===== config.mk =====
export PLATFORM = sky130hd
export DESIGN_NAME = ddr3_cmd_monitor
export DESIGN_NICKNAME = d
export VERILOG_FILES = /design/src/rtl/ddr3_mon_pkg.sv /design/src/rtl/ddr3_mon_bank.sv /design/src/rtl/ddr3_cmd_monitor.sv
export SDC_FILE = /design/constraint.sdc
export NUM_CORES = 1
export LEC_CHECK = 0
export CAP_MARGIN = 20
export CORE_ASPECT_RATIO = 2
export CORE_UTILIZATION = 41
export DETAILED_ROUTE_END_ITERATION = 12
export SYNTH_ARGS = -nofsm -noshare
export SYNTH_HDL_FRONTEND = slang
export SYNTH_HIERARCHICAL = 1
export SYNTH_SLANG_ARGS = --single-unit

===== constraint.sdc =====
create_clock -name clk -period 6.17 [get_ports clk]
set_input_delay 1.234 -clock clk [delete_from_list [all_inputs] [get_ports clk]]
set_output_delay 1.234 -clock clk [all_outputs]
set_load 0.02 [all_outputs]

===== src/rtl/ddr3_mon_pkg.sv =====
// Shared types and constants for the DDR3 command-bus monitor.
// Command encoding is the raw {ras_n, cas_n, we_n} triple seen on the bus.
package ddr3_mon_pkg;

  localparam int TIMER_W = 8;
  localparam logic [TIMER_W-1:0] TIMER_MAX = 8'd255;

  // Default DDR3 timing for the sg125 speed grade (tCK 1.25 ns), in clocks.
  localparam int T_RCD_SG125 = 11;
  localparam int T_RP_SG125  = 11;
  localparam int T_RFC_SG125 = 208;

  typedef enum logic [2:0] {
    CMD_MRS = 3'b000,
    CMD_REF = 3'b001,
    CMD_PRE = 3'b010,
    CMD_ACT = 3'b011,
    CMD_WR  = 3'b100,
    CMD_RD  = 3'b101,
    CMD_ZQ  = 3'b110,
    CMD_NOP = 3'b111
  } ddr3_cmd_e;

  // Numeric value doubles as priority: lower non-zero code wins.
  typedef enum logic [2:0] {
    ERR_NONE      = 3'd0,
    ERR_MULTI_CS  = 3'd1,
    ERR_IN_TRFC   = 3'd2,
    ERR_ACT_OPEN  = 3'd3,
    ERR_ACT_TRP   = 3'd4,
    ERR_RW_CLOSED = 3'd5,
    ERR_RW_TRCD   = 3'd6,
    ERR_REF_OPEN  = 3'd7
  } ddr3_err_e;

  // Timers count up and stick at TIMER_MAX. The same increment also gives the
  // elapsed-cycle count as seen by a command sampled on the current edge:
  // a timer cleared on edge k reads n-1 on edge k+n, so elapsed = next value.
  function automatic logic [TIMER_W-1:0] timer_next(input logic [TIMER_W-1:0] t);
    if (t == TIMER_MAX) return t;
    return t + 1'b1;
  endfunction

  // Timing limits larger than the timer range can never be observed, so they
  // are capped at the saturation value.
  function automatic logic [TIMER_W-1:0] timer_limit(input int cycles);
    if (cycles > 255) return TIMER_MAX;
    if (cycles < 0) return '0;
    return TIMER_W'(cycles);
  endfunction

  // Lowest set index of an 8-bank open mask, used to name a bank for REF_OPEN.
  function automatic logic [2:0] lowest_bank(input logic [7:0] mask);
    logic [2:0] idx;
    idx = '0;
    for (int i = 7; i >= 0; i--) begin
      if (mask[i]) idx = 3'(i);
    end
    return idx;
  endfunction

endpackage


===== src/rtl/ddr3_mon_bank.sv =====
// Per-bank tracker: open flag plus cycles-since-ACT and cycles-since-PRE
// timers. Error candidates are raised against the state before this cycle's
// command is applied; the top level decides which one gets reported.
module ddr3_mon_bank
  import ddr3_mon_pkg::*;
#(
  parameter int T_RCD = T_RCD_SG125,
  parameter int T_RP  = T_RP_SG125
) (
  input  logic clk,
  input  logic rst,
  input  logic cmd_act,
  input  logic cmd_rw,
  input  logic cmd_close,
  input  logic upd_en,
  output logic is_open,
  output logic err_act_open,
  output logic err_act_trp,
  output logic err_rw_closed,
  output logic err_rw_trcd
);

  localparam logic [TIMER_W-1:0] RCD_LIM = timer_limit(T_RCD);
  localparam logic [TIMER_W-1:0] RP_LIM  = timer_limit(T_RP);

  logic [TIMER_W-1:0] act_tmr;
  logic [TIMER_W-1:0] pre_tmr;

  // Bank state: timers free-run to saturation, commands restart them.
  always_ff @(posedge clk) begin
    if (rst) begin
      is_open <= 1'b0;
      act_tmr <= TIMER_MAX;
      pre_tmr <= TIMER_MAX;
    end else begin
      act_tmr <= timer_next(act_tmr);
      pre_tmr <= timer_next(pre_tmr);
      if (upd_en) begin
        if (cmd_act) begin
          is_open <= 1'b1;
          act_tmr <= '0;
        end
        if (cmd_close) begin
          is_open <= 1'b0;
          pre_tmr <= '0;
        end
      end
    end
  end

  assign err_act_open  = cmd_act & is_open;
  assign err_act_trp   = cmd_act & (timer_next(pre_tmr) < RP_LIM);
  assign err_rw_closed = cmd_rw & ~is_open;
  assign err_rw_trcd   = cmd_rw & (timer_next(act_tmr) < RCD_LIM);

endmodule


===== src/rtl/ddr3_cmd_monitor.sv =====
// Passive DDR3 command/address bus monitor. Decodes commands per rank,
// tracks bank and refresh timing, counts traffic and reports at most one
// protocol violation per cycle. All outputs are registered.
module ddr3_cmd_monitor
  import ddr3_mon_pkg::*;
#(
  parameter int N_RANKS = 2,
  parameter int N_BANKS = 8,
  parameter int T_RCD   = T_RCD_SG125,
  parameter int T_RP    = T_RP_SG125,
  parameter int T_RFC   = T_RFC_SG125,
  parameter int CNT_W   = 32
) (
  input  logic                         clk,
  input  logic                         rst,
  input  logic [15:0]                  c0_ddr3_addr,
  input  logic [2:0]                   c0_ddr3_ba,
  input  logic                         c0_ddr3_ras_n,
  input  logic                         c0_ddr3_cas_n,
  input  logic                         c0_ddr3_we_n,
  input  logic [N_RANKS-1:0]           c0_ddr3_cke,
  input  logic [N_RANKS-1:0]           c0_ddr3_cs_n,
  output logic                         err_valid,
  output logic [2:0]                   err_code,
  output logic                         err_rank,
  output logic [2:0]                   err_bank,
  output logic [N_RANKS*N_BANKS-1:0]   bank_open,
  output logic [CNT_W-1:0]             act_cnt,
  output logic [CNT_W-1:0]             rd_cnt,
  output logic [CNT_W-1:0]             wr_cnt,
  output logic [CNT_W-1:0]             ref_cnt
);

  localparam logic [TIMER_W-1:0] RFC_LIM = timer_limit(T_RFC);

  // ---------------------------------------------------------------- decode
  ddr3_cmd_e          bus_cmd;
  logic [N_RANKS-1:0] rank_sel;
  logic               is_act, is_rw, is_pre, is_ref, is_nop;
  logic               a10;
  logic [CNT_W-1:0]   n_sel;
  logic               multi_cs;
  logic               upd_en;
  logic               unused_addr_bits;

  assign bus_cmd  = ddr3_cmd_e'({c0_ddr3_ras_n, c0_ddr3_cas_n, c0_ddr3_we_n});
  assign rank_sel = ~c0_ddr3_cs_n & c0_ddr3_cke;
  assign is_act   = (bus_cmd == CMD_ACT);
  assign is_rw    = (bus_cmd == CMD_RD) || (bus_cmd == CMD_WR);
  assign is_pre   = (bus_cmd == CMD_PRE);
  assign is_ref   = (bus_cmd == CMD_REF);
  assign is_nop   = (bus_cmd == CMD_NOP);
  assign a10      = c0_ddr3_addr[10];

  // Row/column bits are irrelevant to protocol checking; only A10 matters.
  assign unused_addr_bits = ^{c0_ddr3_addr[15:11], c0_ddr3_addr[9:0]};

  // Number of ranks selected this cycle; also the counter increment.
  always_comb begin
    n_sel = '0;
    for (int r = 0; r < N_RANKS; r++) begin
      n_sel = n_sel + CNT_W'(rank_sel[r]);
    end
  end

  // A multi-rank ACT/RD/WR is treated as never having reached the DRAM.
  assign multi_cs = (n_sel > CNT_W'(1)) && (is_act || is_rw);
  assign upd_en   = ~multi_cs;

  // ------------------------------------------------------------- bank array
  logic [N_BANKS-1:0] open_q        [N_RANKS];
  logic [N_BANKS-1:0] c_act_open    [N_RANKS];
  logic [N_BANKS-1:0] c_act_trp     [N_RANKS];
  logic [N_BANKS-1:0] c_rw_closed   [N_RANKS];
  logic [N_BANKS-1:0] c_rw_trcd     [N_RANKS];

  for (genvar r = 0; r < N_RANKS; r++) begin : g_rank
    for (genvar b = 0; b < N_BANKS; b++) begin : g_bank
      logic hit;
      logic close;

      assign hit   = rank_sel[r] && (c0_ddr3_ba == 3'(b));
      // PRE closes the addressed bank, or every bank of the rank with A10;
      // RD/WR with A10 is auto-precharge and closes only its own bank.
      assign close = (rank_sel[r] && is_pre && (a10 || (c0_ddr3_ba == 3'(b))))
                   || (hit && is_rw && a10);

      ddr3_mon_bank #(
        .T_RCD (T_RCD),
        .T_RP  (T_RP)
      ) u_bank (
        .clk           (clk),
        .rst           (rst),
        .cmd_act       (hit && is_act),
        .cmd_rw        (hit && is_rw),
        .cmd_close     (close),
        .upd_en        (upd_en),
        .is_open       (open_q[r][b]),
        .err_act_open  (c_act_open[r][b]),
        .err_act_trp   (c_act_trp[r][b]),
        .err_rw_closed (c_rw_closed[r][b]),
        .err_rw_trcd   (c_rw_trcd[r][b])
      );

      assign bank_open[r*N_BANKS+b] = open_q[r][b];
    end
  end

  // --------------------------------------------------------- refresh timers
  logic [TIMER_W-1:0] rfc_tmr [N_RANKS];

  // Per-rank cycles-since-REF, saturating so an idle rank is always legal.
  always_ff @(posedge clk) begin
    for (int r = 0; r < N_RANKS; r++) begin
      if (rst) begin
        rfc_tmr[r] <= TIMER_MAX;
      end else if (rank_sel[r] && is_ref) begin
        rfc_tmr[r] <= '0;
      end else begin
        rfc_tmr[r] <= timer_next(rfc_tmr[r]);
      end
    end
  end

  // -------------------------------------------------------- priority select
  ddr3_err_e  err_n;
  logic       err_rank_n;
  logic [2:0] err_bank_n;
  ddr3_err_e  code_r;
  logic [2:0] bank_r;

  // Lowest selected rank with any violation wins; within a rank, lowest code.
  always_comb begin
    err_n      = ERR_NONE;
    err_rank_n = 1'b0;
    err_bank_n = '0;
    code_r     = ERR_NONE;
    bank_r     = '0;
    for (int r = 0; r < N_RANKS; r++) begin
      if (err_n == ERR_NONE && rank_sel[r]) begin
        code_r = ERR_NONE;
        bank_r = c0_ddr3_ba;
        if (multi_cs) begin
          code_r = ERR_MULTI_CS;
        end else if (!is_nop && (timer_next(rfc_tmr[r]) < RFC_LIM)) begin
          code_r = ERR_IN_TRFC;
        end else if (c_act_open[r][c0_ddr3_ba]) begin
          code_r = ERR_ACT_OPEN;
        end else if (c_act_trp[r][c0_ddr3_ba]) begin
          code_r = ERR_ACT_TRP;
        end else if (c_rw_closed[r][c0_ddr3_ba]) begin
          code_r = ERR_RW_CLOSED;
        end else if (c_rw_trcd[r][c0_ddr3_ba]) begin
          code_r = ERR_RW_TRCD;
        end else if (is_ref && (|open_q[r])) begin
          code_r = ERR_REF_OPEN;
          bank_r = lowest_bank(8'(open_q[r]));
        end
        if (code_r != ERR_NONE) begin
          err_n      = code_r;
          err_rank_n = 1'(r);
          err_bank_n = bank_r;
        end
      end
    end
  end

  // Error report register: one pulse per offending command.
  always_ff @(posedge clk) begin
    if (rst) begin
      err_valid <= 1'b0;
      err_code  <= '0;
      err_rank  <= 1'b0;
      err_bank  <= '0;
    end else begin
      err_valid <= (err_n != ERR_NONE);
      err_code  <= err_n;
      err_rank  <= err_rank_n;
      err_bank  <= err_bank_n;
    end
  end

  // ---------------------------------------------------------------- counters
  function automatic logic [CNT_W-1:0] sat_add(input logic [CNT_W-1:0] c,
                                               input logic [CNT_W-1:0] inc);
    logic [CNT_W:0] sum;
    sum = {1'b0, c} + {1'b0, inc};
    return sum[CNT_W] ? {CNT_W{1'b1}} : sum[CNT_W-1:0];
  endfunction

  logic [CNT_W-1:0] act_cnt_q, rd_cnt_q, wr_cnt_q, ref_cnt_q;
  logic [CNT_W-1:0] act_inc, rd_inc, wr_inc, ref_inc;

  assign act_inc = (is_act && upd_en)                    ? n_sel : '0;
  assign rd_inc  = ((bus_cmd == CMD_RD) && upd_en)       ? n_sel : '0;
  assign wr_inc  = ((bus_cmd == CMD_WR) && upd_en)       ? n_sel : '0;
  assign ref_inc = is_ref                                ? n_sel : '0;

  // Saturating traffic counters, one step per selected rank.
  always_ff @(posedge clk) begin
    if (rst) begin
      act_cnt_q <= '0;
      rd_cnt_q  <= '0;
      wr_cnt_q  <= '0;
      ref_cnt_q <= '0;
    end else begin
      act_cnt_q <= sat_add(act_cnt_q, act_inc);
      rd_cnt_q  <= sat_add(rd_cnt_q, rd_inc);
      wr_cnt_q  <= sat_add(wr_cnt_q, wr_inc);
      ref_cnt_q <= sat_add(ref_cnt_q, ref_inc);
    end
  end

  assign act_cnt = act_cnt_q;
  assign rd_cnt  = rd_cnt_q;
  assign wr_cnt  = wr_cnt_q;
  assign ref_cnt = ref_cnt_q;

endmodule


* Yosys cells after proc, flatten, opt, wreduce, memory -nomap -nowiden *
Memories as Yosys holds them, arrays and structs flattened.
Cells that the tools add are included.

word-level totals
  bits in registers = 408
  bits in writable memories = 16
  bits of input ports = 28
  output and inout port bits = 152
  logic and storage cells = 804
  memories = 1

memory list
  memory   words  bits a word  rd ports  clocked after memory_dff  write ports  RTL line                 text
  rfc_tmr  2      8            2         0                         2            ddr3_cmd_monitor.sv:110  logic [TIMER_W-1:0] rfc_tmr [N_RANKS];

cells by class
  add/subtract/negate cells = 39
  $lt $le $gt $ge = 36
  eq/ne operators = 47
  multiplexer cells = 377
  bitwise gates (word level) = 88
  reduce and logical (&&, ||, !) cells = 160

operators by type and width
  kind                                                                          number
  8-bit two-way mux                                                             178
  8-bit by 1-bit adder with 8-bit output, second input constant                 34
  8-bit == test, second input constant                                          34
  8-bit by 4-bit less-than comparator with 1-bit output, second input constant  32
  3-bit two-way mux                                                             54
  32-bit by 2-bit adder with 33-bit output                                      4
  1-bit two-way mux                                                             129
  32-bit two-way mux                                                            4
  1-bit logical AND                                                             93
  1-bit AND                                                                     64
  2-bit AND reduction                                                           16
  2-bit nonzero test                                                            16
  1-bit logical OR                                                              26
  1-bit binary-select mux with 3-bit select                                     8
  3-bit == test, second input constant                                          7
  1-bit inverter                                                                18
  8-bit less-than comparator, second input constant                             2
  8-bit OR reduction                                                            2
  3-bit by 2-bit == test with 1-bit output, second input constant               4
  3-bit nonzero test                                                            3
  2-bit two-way mux                                                             4
  3-bit by 1-bit == test with 1-bit output, second input constant               2
  3-bit zero test                                                               2
  3-bit by 4-bit less-than comparator with 1-bit output, second input constant  1
  other kinds (7)                                                               10

* Logic depth before layout (Yosys ltp) *
Gate-level depths: netlist of the first run.

  depth in word-level cells = 33
  mapped depth = 17
  gate-level depth less buffers = 15

* Hierarchy *
The synthesis of the first run kept the hierarchy.

by module, submodules not included
  module                                          times used  cells an instance  area an instance (um^2)  sequential area each (um^2)
  ddr3_mon_bank (g_rank[0].g_bank[0].u_bank ...)  13          115                972.2                    340.3
  ddr3_cmd_monitor                                1           1062               8979.9                   3203.1
  ddr3_mon_bank (g_rank[1].g_bank[6].u_bank ...)  2           121                987.2                    340.3
  ddr3_mon_bank (g_rank[1].g_bank[5].u_bank)      1           126                1021.0                   340.3

* Least setup slack after synthesis of the first run *
OpenSTA, ideal clock, no wires.

  path kind = input-to-reg
  from = input port c0_ddr3_ba[0]
  to = register err_valid
  library setup time = 0.127 ns
  data arrival time = 4.619 ns
  data required time = 6.043 ns
  setup slack = 1.424 ns
  cell stages on the path = 16
  buffers on the path = 4
  cells stage by stage = buf_6 -> buf_8 -> clkbuf_1 -> clkbuf_1 -> nand2_1 -> nor2_1 -> inv_1 -> a211o_1 -> a2111oi_2 -> mux4_1 -> or2b_2 -> o21ai_0 -> a2111oi_4 -> o31ai_1 -> a32o_2 -> or3_1

RTL lines
  what                  RTL line                 text
  start, declared       ddr3_cmd_monitor.sv:17   input logic [2:0] c0_ddr3_ba,
  end signal, assigned  ddr3_cmd_monitor.sv:176  err_valid <= (err_n != ERR_NONE);
  end, declared         ddr3_cmd_monitor.sv:23   output logic err_valid,

* Final worst setup path of the first run *
  from = input port c0_ddr3_cs_n[1]
  to = register wr_cnt_q[6], in the netlist wr_cnt[6]

between the ends
  cells in the longest elaborated chain, start to end = 10

RTL lines
  what                                                      RTL line                 text
  start, declared                                           ddr3_cmd_monitor.sv:22   input logic [N_RANKS-1:0] c0_ddr3_cs_n,
  2-bit inverter (*)                                        ddr3_cmd_monitor.sv:47   assign rank_sel = ~c0_ddr3_cs_n & c0_ddr3_cke;
  2-bit AND (*)                                             ddr3_cmd_monitor.sv:47
  1-bit by 1-bit adder with 2-bit output (*)                ddr3_cmd_monitor.sv:62   n_sel = n_sel + CNT_W'(rank_sel[r]);
  2-bit by 1-bit greater-than comparator with 1-bit output  ddr3_cmd_monitor.sv:67   assign multi_cs = (n_sel > CNT_W'(1)) && (is_act || is_rw);
  1-bit logical AND                                         ddr3_cmd_monitor.sv:67
  1-bit inverter (no source line)                           n/a
  1-bit logical AND                                         ddr3_cmd_monitor.sv:196  assign wr_inc = ((bus_cmd == CMD_WR) && upd_en) ? n_sel : '0;
  2-bit two-way mux (*)                                     ddr3_cmd_monitor.sv:196
  32-bit by 2-bit adder with 33-bit output (*)              ddr3_cmd_monitor.sv:187  sum = {1'b0, c} + {1'b0, inc};
  32-bit two-way mux (*)                                    ddr3_cmd_monitor.sv:188  return sum[CNT_W] ? {CNT_W{1'b1}} : sum[CNT_W-1:0];
  end signal, assigned                                      ddr3_cmd_monitor.sv:209  wr_cnt_q <= sat_add(wr_cnt_q, wr_inc);
  end, declared                                             ddr3_cmd_monitor.sv:191  logic [CNT_W-1:0] act_cnt_q, rd_cnt_q, wr_cnt_q, ref_cnt_q;

Mark *: on every way between the ends. The rest lies on a longest branch, timed or not.
A chain may end at the register's enable or synchronous reset.

==> results by group, run 1 <==
Status
  • Outcome: finished, final reports clean

Detailed routing
  • ANT nets after route: 0
  • DR WL/cell: 17.8 um
  • Routed WL: 68400 um
  • Vias per cell: slightly below 6
  • Iter 0 DRT Violations: 1432
  • Met3 WL post-DR: about 3200 um
  • Detailed-route via count: ~23k
  • WL met2: between 30000 and 40000 um
  • Post-Route M1 WL: 25600 um
  • Pre-antenna DRT Iters: 5
  • DRC violations left: 0
  • Top layer in use: met5

Place
  • DP HPWL: 51000 um
  • RD Place Congestion: between 0.8 and 0.9
  • PortBufs: roughly 160
  • Dpl cells: about 3.8k

Setup path
  • Worst reg-to-reg setup slack: approximately 2.5 ns
  • Largest delay share family, worst path: simple AND/OR/NAND/NOR gates
  • CP max-delay cell: or2_1
  • Worst-case reg-to-reg path depth: 12
  • Crit path depth: 15
  • CP Cell Sequence: clkdlybuf4s50_1, nand2b_1, inv_1, ha_1, nor4b_1, ha_1, inv_1, fa_1, and3b_1, and4_1, nand3_2, or4_4, or2_1, o21a_1, nor2_1
  • Crit path buffers/inverters: 3
  • CP Capture Type: flop
  • Max stage delay on crit path: about 0.6 ns
  • CP arrival: 5.85 ns
  • Critical Path Fanout Max: 28
  • Worst r2r src: g_rank[1].g_bank[7].u_bank/pre_tmr[0]
  • CP required: 6.67 ns
  • Critical path class: input port to flop
  • Critical path launch point type: input port
  • R2r endpoint: err_valid

Timing
  • Headroom to the max-slew limit: 0.332
  • Fin Hold WS: between 0.5 and 0.6 ns
  • Fmax: between 150 and 200 MHz
  • Fin crit share: 0.867
  • Final Skew: ~0.022 ns
  • RSZ-0062 raised after global routing: false
  • Max Slew Vio Count: 0
  • Final Setup Violations: 0
  • Min Tclk post-route: approximately 5.4 ns
  • Setup TNS: 0 ns
  • Final hold vios: 0
  • Worst slew pin tran: 1.00 ns

Synthesis
  • Seq/Total Area, Yosys: 0.351
  • Post-synth EDFFs: 16
  • Largest family of logic cells by synthesized area: simple AND/OR/NAND/NOR gates
  • Top-count cell post-synth: dfxtp_1
  • Area leader, netlist: dfxtp_1
  • Unique masters post-synth: a little under 100
  • Top FF cell, synth: dfxtp_1
  • Synth Area in Compound Gates: 0.233
  • Avg Cell Area, Syn: roughly 8.4 um^2
  • Post-Synth XOR/XNOR Area: 0.0594
  • Mapped Cells: slightly below 3k
  • Simple-Gate Fraction of Synth Area: 0.235
  • Area contributors post-synth: dfxtp_1 33%, o21ai_0 5.2%, xor2_1 4.6%
  • Adder-Cell Fraction of Synth Area: 0.0256
  • Mux share of post-synthesis cell area: 0.0518
  • Flops & latches, synth: 424
  • Synth async-reset ratio: 0
  • Commonest cells post-synth: 408 x dfxtp_1, 255 x o21ai_0, 185 x nand2_1
  • Synth top area share: 0.332
  • Mapped cell area: around 0.025 mm^2
  • Synth warnings: 6

Final layout
  • Non-filler instance count after layout: ~3.9k
  • Layout fillers: roughly 5.7k
  • Synth-to-layout area growth: 14.6%
  • ANT cells: 0
  • Post-layout nets: 3124
  • Share of layout cells above drive strength 1: 0.0555

Die
  • Top Ports: 180
  • Die width: roughly 180 um
  • Die ar.: 0.0611 mm^2
  • Core ar.: between 0.05 and 0.06 mm^2
  • Initial Util: 0.416
  • Row Count: 126
  • Die height: about 350 um

Clock network
  • TritonCTS Buffers: 42
  • Worst skew pair latency: around 0.58 ns
  • CTS Hold Buffers Added: 0
  • CTS tree: built
  • Sink Count: roughly 420
  • Post-cts gate resize count: 0
  • CTS Buffer Depth: 3
  • Root cell of the clock tree: clkbuf_16
  • H-Tree Depth: 2
  • # Post-CTS Setup Buffers: 0
  • CTS clk-pin slew, worst paths: approximately 0.06 ns

Pwr
  • Cell-internal power: 7.41 mW
  • Register share of total power: 0.354
  • Switch Pwr: 5.13 mW
  • Cell Pwr Density: about 440 mW/mm^2
  • VDD IR max: 0.000212 V
  • Clock share of power: 0.213
  • Combinational share of power: 0.433
  • Sw Ratio: 0.409
  • Leak: approximately 11 nW

Hold path
  • Hold Path End: ref_cnt[31]
  • Min-delay src: ref_cnt[31]
  • Hold Path Class: flop to flop
  • Min-Delay Path Depth: 2

Global route
  • Largest net degree at the start of global routing: 63
  • Gr usage total: 0.220
  • Number of global-route vias before repair: ~22k
  • Initial antenna violation count: 1
  • Grt total ovfl: 0
  • First-pass GRT wire length: around 110000 um

Run
  • Max Cap Viol: 0
==> power groups by stage <==
stage,sequential (mW),clock [mW],combinational (mW)
4_1_cts,4.41,2.76,5.41
3_3_place_gp,4.41,0,5.20
6_report,4.44,2.68,5.43
5_1_grt,4.57,2.87,6.12
3_5_place_dp,4.46,0,5.37
2_1_floorplan,4.18,0,4.60
==> kinds of logic after synthesis <==
logic type / Yosys count
other cells: 1
fa+ha+maj: 48
compound gates: 897
buf+inv: 233
xor+xnor: 167
mux: 104
flops: 424
simple gates: 1051
==> layout by cell type, fill, tap and decap left out, types with 15 or more instances in the layout <==
| cell | synthesis | layout |
|---|---|---|
| a211oi_1 | 25 | 25 |
| a21boi_0 | 15 | 15 |
| a21o_1 | 32 | 32 |
| a21oi_1 | 171 | 171 |
| a311oi_1 | 31 | 31 |
| a31oi_1 | 74 | 74 |
| and2_1 | 69 | 69 |
| and3_1 | 70 | 70 |
| and4_1 | 24 | 24 |
| and4b_1 | 15 | 15 |
| buf_4 | 1 | 20 |
| clkbuf_16 | 0 | 43 |
| clkdlybuf4s50_1 | 0 | 162 |
| dfxtp_1 | 408 | 408 |
| edfxtp_1 | 16 | 16 |
| ha_1 | 44 | 44 |
| inv_1 | 120 | 120 |
| mux2i_1 | 79 | 79 |
| nand2_1 | 185 | 185 |
| nand2b_1 | 18 | 18 |
| nand3_1 | 120 | 120 |
| nand4_1 | 66 | 66 |
| nor2_1 | 178 | 178 |
| nor2b_1 | 54 | 54 |
| nor3_1 | 131 | 131 |
| nor4_2 | 15 | 15 |
| o2111ai_1 | 15 | 15 |
| o21a_1 | 29 | 29 |
| o21ai_0 | 255 | 255 |
| o21ai_1 | 29 | 29 |
| o221ai_1 | 27 | 27 |
| o22ai_1 | 16 | 16 |
| o31ai_1 | 78 | 78 |
| xnor2_1 | 38 | 38 |
| xor2_1 | 129 | 129 |
==> tightest hold or removal path: stages (launching register included) <==
cell and delay [ns]:
dfxtp_1 0.34, mux2i_1 0.13, nor2_1 0.05
==> flip-flops by register name, summed over array words and instances, names as in the netlist <==
signal                        flops
rfc_tmr                          16
err_valid                         1
act_cnt                          32
g_rank.g_bank.u_bank/pre_tmr    128
rd_cnt                           32
wr_cnt                           32
err_code                          3
err_rank                          1
g_rank.g_bank.u_bank/act_tmr    128
g_rank.g_bank.u_bank/is_open     16
err_bank                          3
ref_cnt                          32
==> metal layers <==
layer	vias up	global-route usage
met2	635	0.425
met1	11000	0.228
met5	-	0
li1	11200	-
met3	173	0.0283
met4	2	0.109
==> stage by stage <==
step	power, mW	setup WS (ns)	utilization	instance area, um^2
after floorplan	8.78	1.42	-	24600
after global placement	9.61	0.327	0.453	26800
after detailed placement	9.83	0.264	0.453	26800
after CTS	12.6	0.849	0.477	28200
after global routing	13.6	0.528	0.477	28200
final	12.5	0.819	0.477	28200
==> cell type report <==
type	count	area, um^2	area share
inverters	120	450	0.0160
clock buffers	64	1220	0.0434
clock inverters	14	193	0.00683
repair buffers	185	1800	0.0637
well taps	768	961	0.0341
flip-flops and latches	424	8650	0.307
multi-input cells	2275	14900	0.529
==> worst max-delay path by stage <==
stage / start / endpoint / slack (ns)
3_5_place_dp: c0_ddr3_cs_n[1] / wr_cnt[6] / 0.26
3_3_place_gp: c0_ddr3_cs_n[1] / wr_cnt[6] / 0.33
4_1_cts: c0_ddr3_cs_n[1] / wr_cnt[6] / 0.85
5_1_grt: c0_ddr3_cs_n[1] / wr_cnt[6] / 0.53
2_1_floorplan: c0_ddr3_ba[0] / err_valid / 1.42
6_report: c0_ddr3_cs_n[1] / wr_cnt[6] / 0.82
(Power assumes the default switching activity.)
==> run 2, diff against run 1 <==
--- a/config.mk
+++ b/config.mk
@@ -7,8 +7,10 @@
 export LEC_CHECK = 0
 export CAP_MARGIN = 20
 export CORE_ASPECT_RATIO = 2
+export CORE_MARGIN = 5
 export CORE_UTILIZATION = 41
 export DETAILED_ROUTE_END_ITERATION = 12
+export SKIP_CTS_REPAIR_TIMING = 1
 export SYNTH_ARGS = -nofsm -noshare
 export SYNTH_HDL_FRONTEND = slang
 export SYNTH_HIERARCHICAL = 1
==> run 2 against run 1 <==
Hold slack worse by 0.022 ns; die area up 7.0%; register-to-register slack worse by 0.12 ns; sequential power about the same; sequential share of layout area about the same; maximum frequency up 3.1%; clock skew down 0.0062 ns; first-iteration DRC count down 25%; final cell count up 0.16%; worst setup slack better by 0.16 ns; sequential cell count unchanged; via count unchanged; critical endpoint is now wr_cnt[15]; largest cell class unchanged.
==> results by group, run 2 (synthesis results as in run 1) <==
Setup path
  • Critical path class: input port to flop
  • Critical path launch point type: input port
  • Critical Path Fanout Max: 19
  • Worst r2r src: g_rank[1].g_bank[4].u_bank/act_tmr[0]
  • Worst reg-to-reg setup slack: 2.35 ns
  • Worst-case reg-to-reg path depth: 12
  • R2r endpoint: err_valid
  • CP arrival: approximately 5.7 ns
  • CP Capture Type: flop
  • CP required: 6.65 ns

Timing
  • Setup TNS: 0 ns
  • Final Skew: about 0.016 ns
  • Headroom to the max-slew limit: 0.338
  • Final Setup Violations: 0
  • Final hold vios: 0
  • Fmax: about 190 MHz
  • Fin Hold WS: roughly 0.54 ns
  • Fin crit share: 0.842
  • Min Tclk post-route: 5.19 ns
  • RSZ-0062 raised after global routing: false
  • Worst slew pin tran: 0.992 ns
  • Max Slew Vio Count: 0

Global route
  • Gr usage total: 0.204
  • Initial antenna violation count: 2
  • Grt total ovfl: 0
  • First-pass GRT wire length: roughly 110000 um
  • Largest net degree at the start of global routing: about 90
  • Number of global-route vias before repair: approximately 22k

Detailed routing
  • Vias per cell: about 6.0
  • Routed WL: between 60000 and 70000 um
  • Iter 0 DRT Violations: ~1.1k
  • ANT nets after route: 0
  • Detailed-route via count: 23.0k
  • Pre-antenna DRT Iters: 6
  • DR WL/cell: ~18 um
  • DRC violations left: 0

Pwr
  • Leak: roughly 11 nW
  • Power, Total: 12.6 mW
  • Cell Pwr Density: 446 mW/mm^2
  • VDD IR max: between 0.0002 and 0.00025 V

Die
  • Row Count: 127
  • Initial Util: 0.412
  • Top Ports: 180
  • Die width: around 180 um
  • Core ar.: between 0.05 and 0.06 mm^2
  • Die height: roughly 360 um
  • Die ar.: 0.0653 mm^2

Hold path
  • Hold Path Class: flop to flop
  • Min-delay src: rd_cnt[31]
  • Hold Path End: rd_cnt[31]
  • Min-Delay Path Depth: 1

Clock network
  • CTS Buffer Depth: 3
  • Root cell of the clock tree: clkbuf_16
  • CTS clk-pin slew, worst paths: ~0.07 ns
  • TritonCTS Buffers: 42
  • CTS tree: built
  • H-Tree Depth: 2
  • Worst skew pair latency: between 0.5 and 0.6 ns
  • Sink Count: ~420

Final layout
  • Commonest non-fill, non-tap cells in the layout: 408 x dfxtp_1, 255 x o21ai_0, 185 x nand2_1
  • Post-layout nets: approximately 3.1k
  • Biggest regs: g_rank.g_bank.u_bank/act_tmr (128), g_rank.g_bank.u_bank/pre_tmr (128)
  • Layout fillers: between 5k and 6k
  • Most common cell after layout, fill and taps aside: dfxtp_1
  • Share of layout cells above drive strength 1: 0.0552
  • Synth-to-layout area growth: 14.6%
  • Fin area: about 0.028 mm^2

Run
  • Max Cap Viol: 0

Place
  • Placed Area: approximately 0.027 mm^2
  • DP HPWL: just over 50000 um
  • PortBufs: around 160
  • RD Place Congestion: between 0.8 and 0.9

Status
  • Outcome: finished, final reports clean
run 2: cell count changes in the layout (fill, tap and decap cells not counted):
cell | before | now
clkbuf_4 | 1 | 0
bufinv_16 | 4 | 3
clkinv_2 | 8 | 6
clkinv_4 | 0 | 1
clkinvlp_4 | 0 | 1
clkbuf_1 | 14 | 13
inv_6 | 0 | 1
clkinv_8 | 2 | 0
diode_2 | 0 | 2
clkbuf_16 | 43 | 45
run 2: worst max path at each step:
stage / from / endpoint / depth (start not counted)
after CTS: c0_ddr3_cs_n[1] / wr_cnt[15] / 15
after detailed placement: c0_ddr3_cs_n[1] / wr_cnt[15] / 15
after floorplan: c0_ddr3_ba[0] / err_valid / 16
after global routing: c0_ddr3_cs_n[1] / wr_cnt[14] / 15
after global placement: c0_ddr3_cs_n[1] / wr_cnt[12] / 15
final: c0_ddr3_cs_n[1] / wr_cnt[15] / 15
run 2: worst max-delay path, stage by stage:
cell             delay (ns)
clkdlybuf4s50_1        0.44
nand2b_1               0.21
inv_1                  0.18
ha_1                   0.38
nor4b_1                0.32
ha_1                   0.23
inv_1                  0.06
fa_1                   0.40
and3b_1                0.30
and4_1                 0.25
nand3_2                0.14
or4_4                  0.55
or2_1                  0.52
buf_4                  0.30
a21oi_1                0.14
run 2: routing by layer:
layer	global-route usage	routed length (um)	vias to the layer above
met2	0.398	37000	580
li1	-	-	11200
met5	0	0	-
met3	0.0267	3200	153
met4	0.0851	2880	0
met1	0.217	26600	11000
run 2: area by class of cell:
cell class	instances	area [um^2]	area share
diodes	2	5.00	0.000177
clock buffers	65	1270	0.0451
clock inverters	12	145	0.00515
inverters	120	450	0.0160
multi-input cells	2275	14900	0.529
flip-flops and latches	424	8650	0.307
well taps	774	968	0.0343
repair buffers	184	1790	0.0634
run 2: through the flow:
step | utilization | instances | setup WS, ns
floorplan | - | 2932 | 1.42
global placement | 0.448 | 3777 | 0.477
detailed placement | 0.448 | 3777 | 0.346
CTS | 0.472 | 3854 | 0.931
global route | 0.472 | 3854 | 0.728
finish | 0.472 | 3856 | 0.977
run 2: where the power goes:
group          switching [mW]  internal (mW)
combinational            3.05           2.40
sequential              0.987           3.46
clock                    1.12           1.55
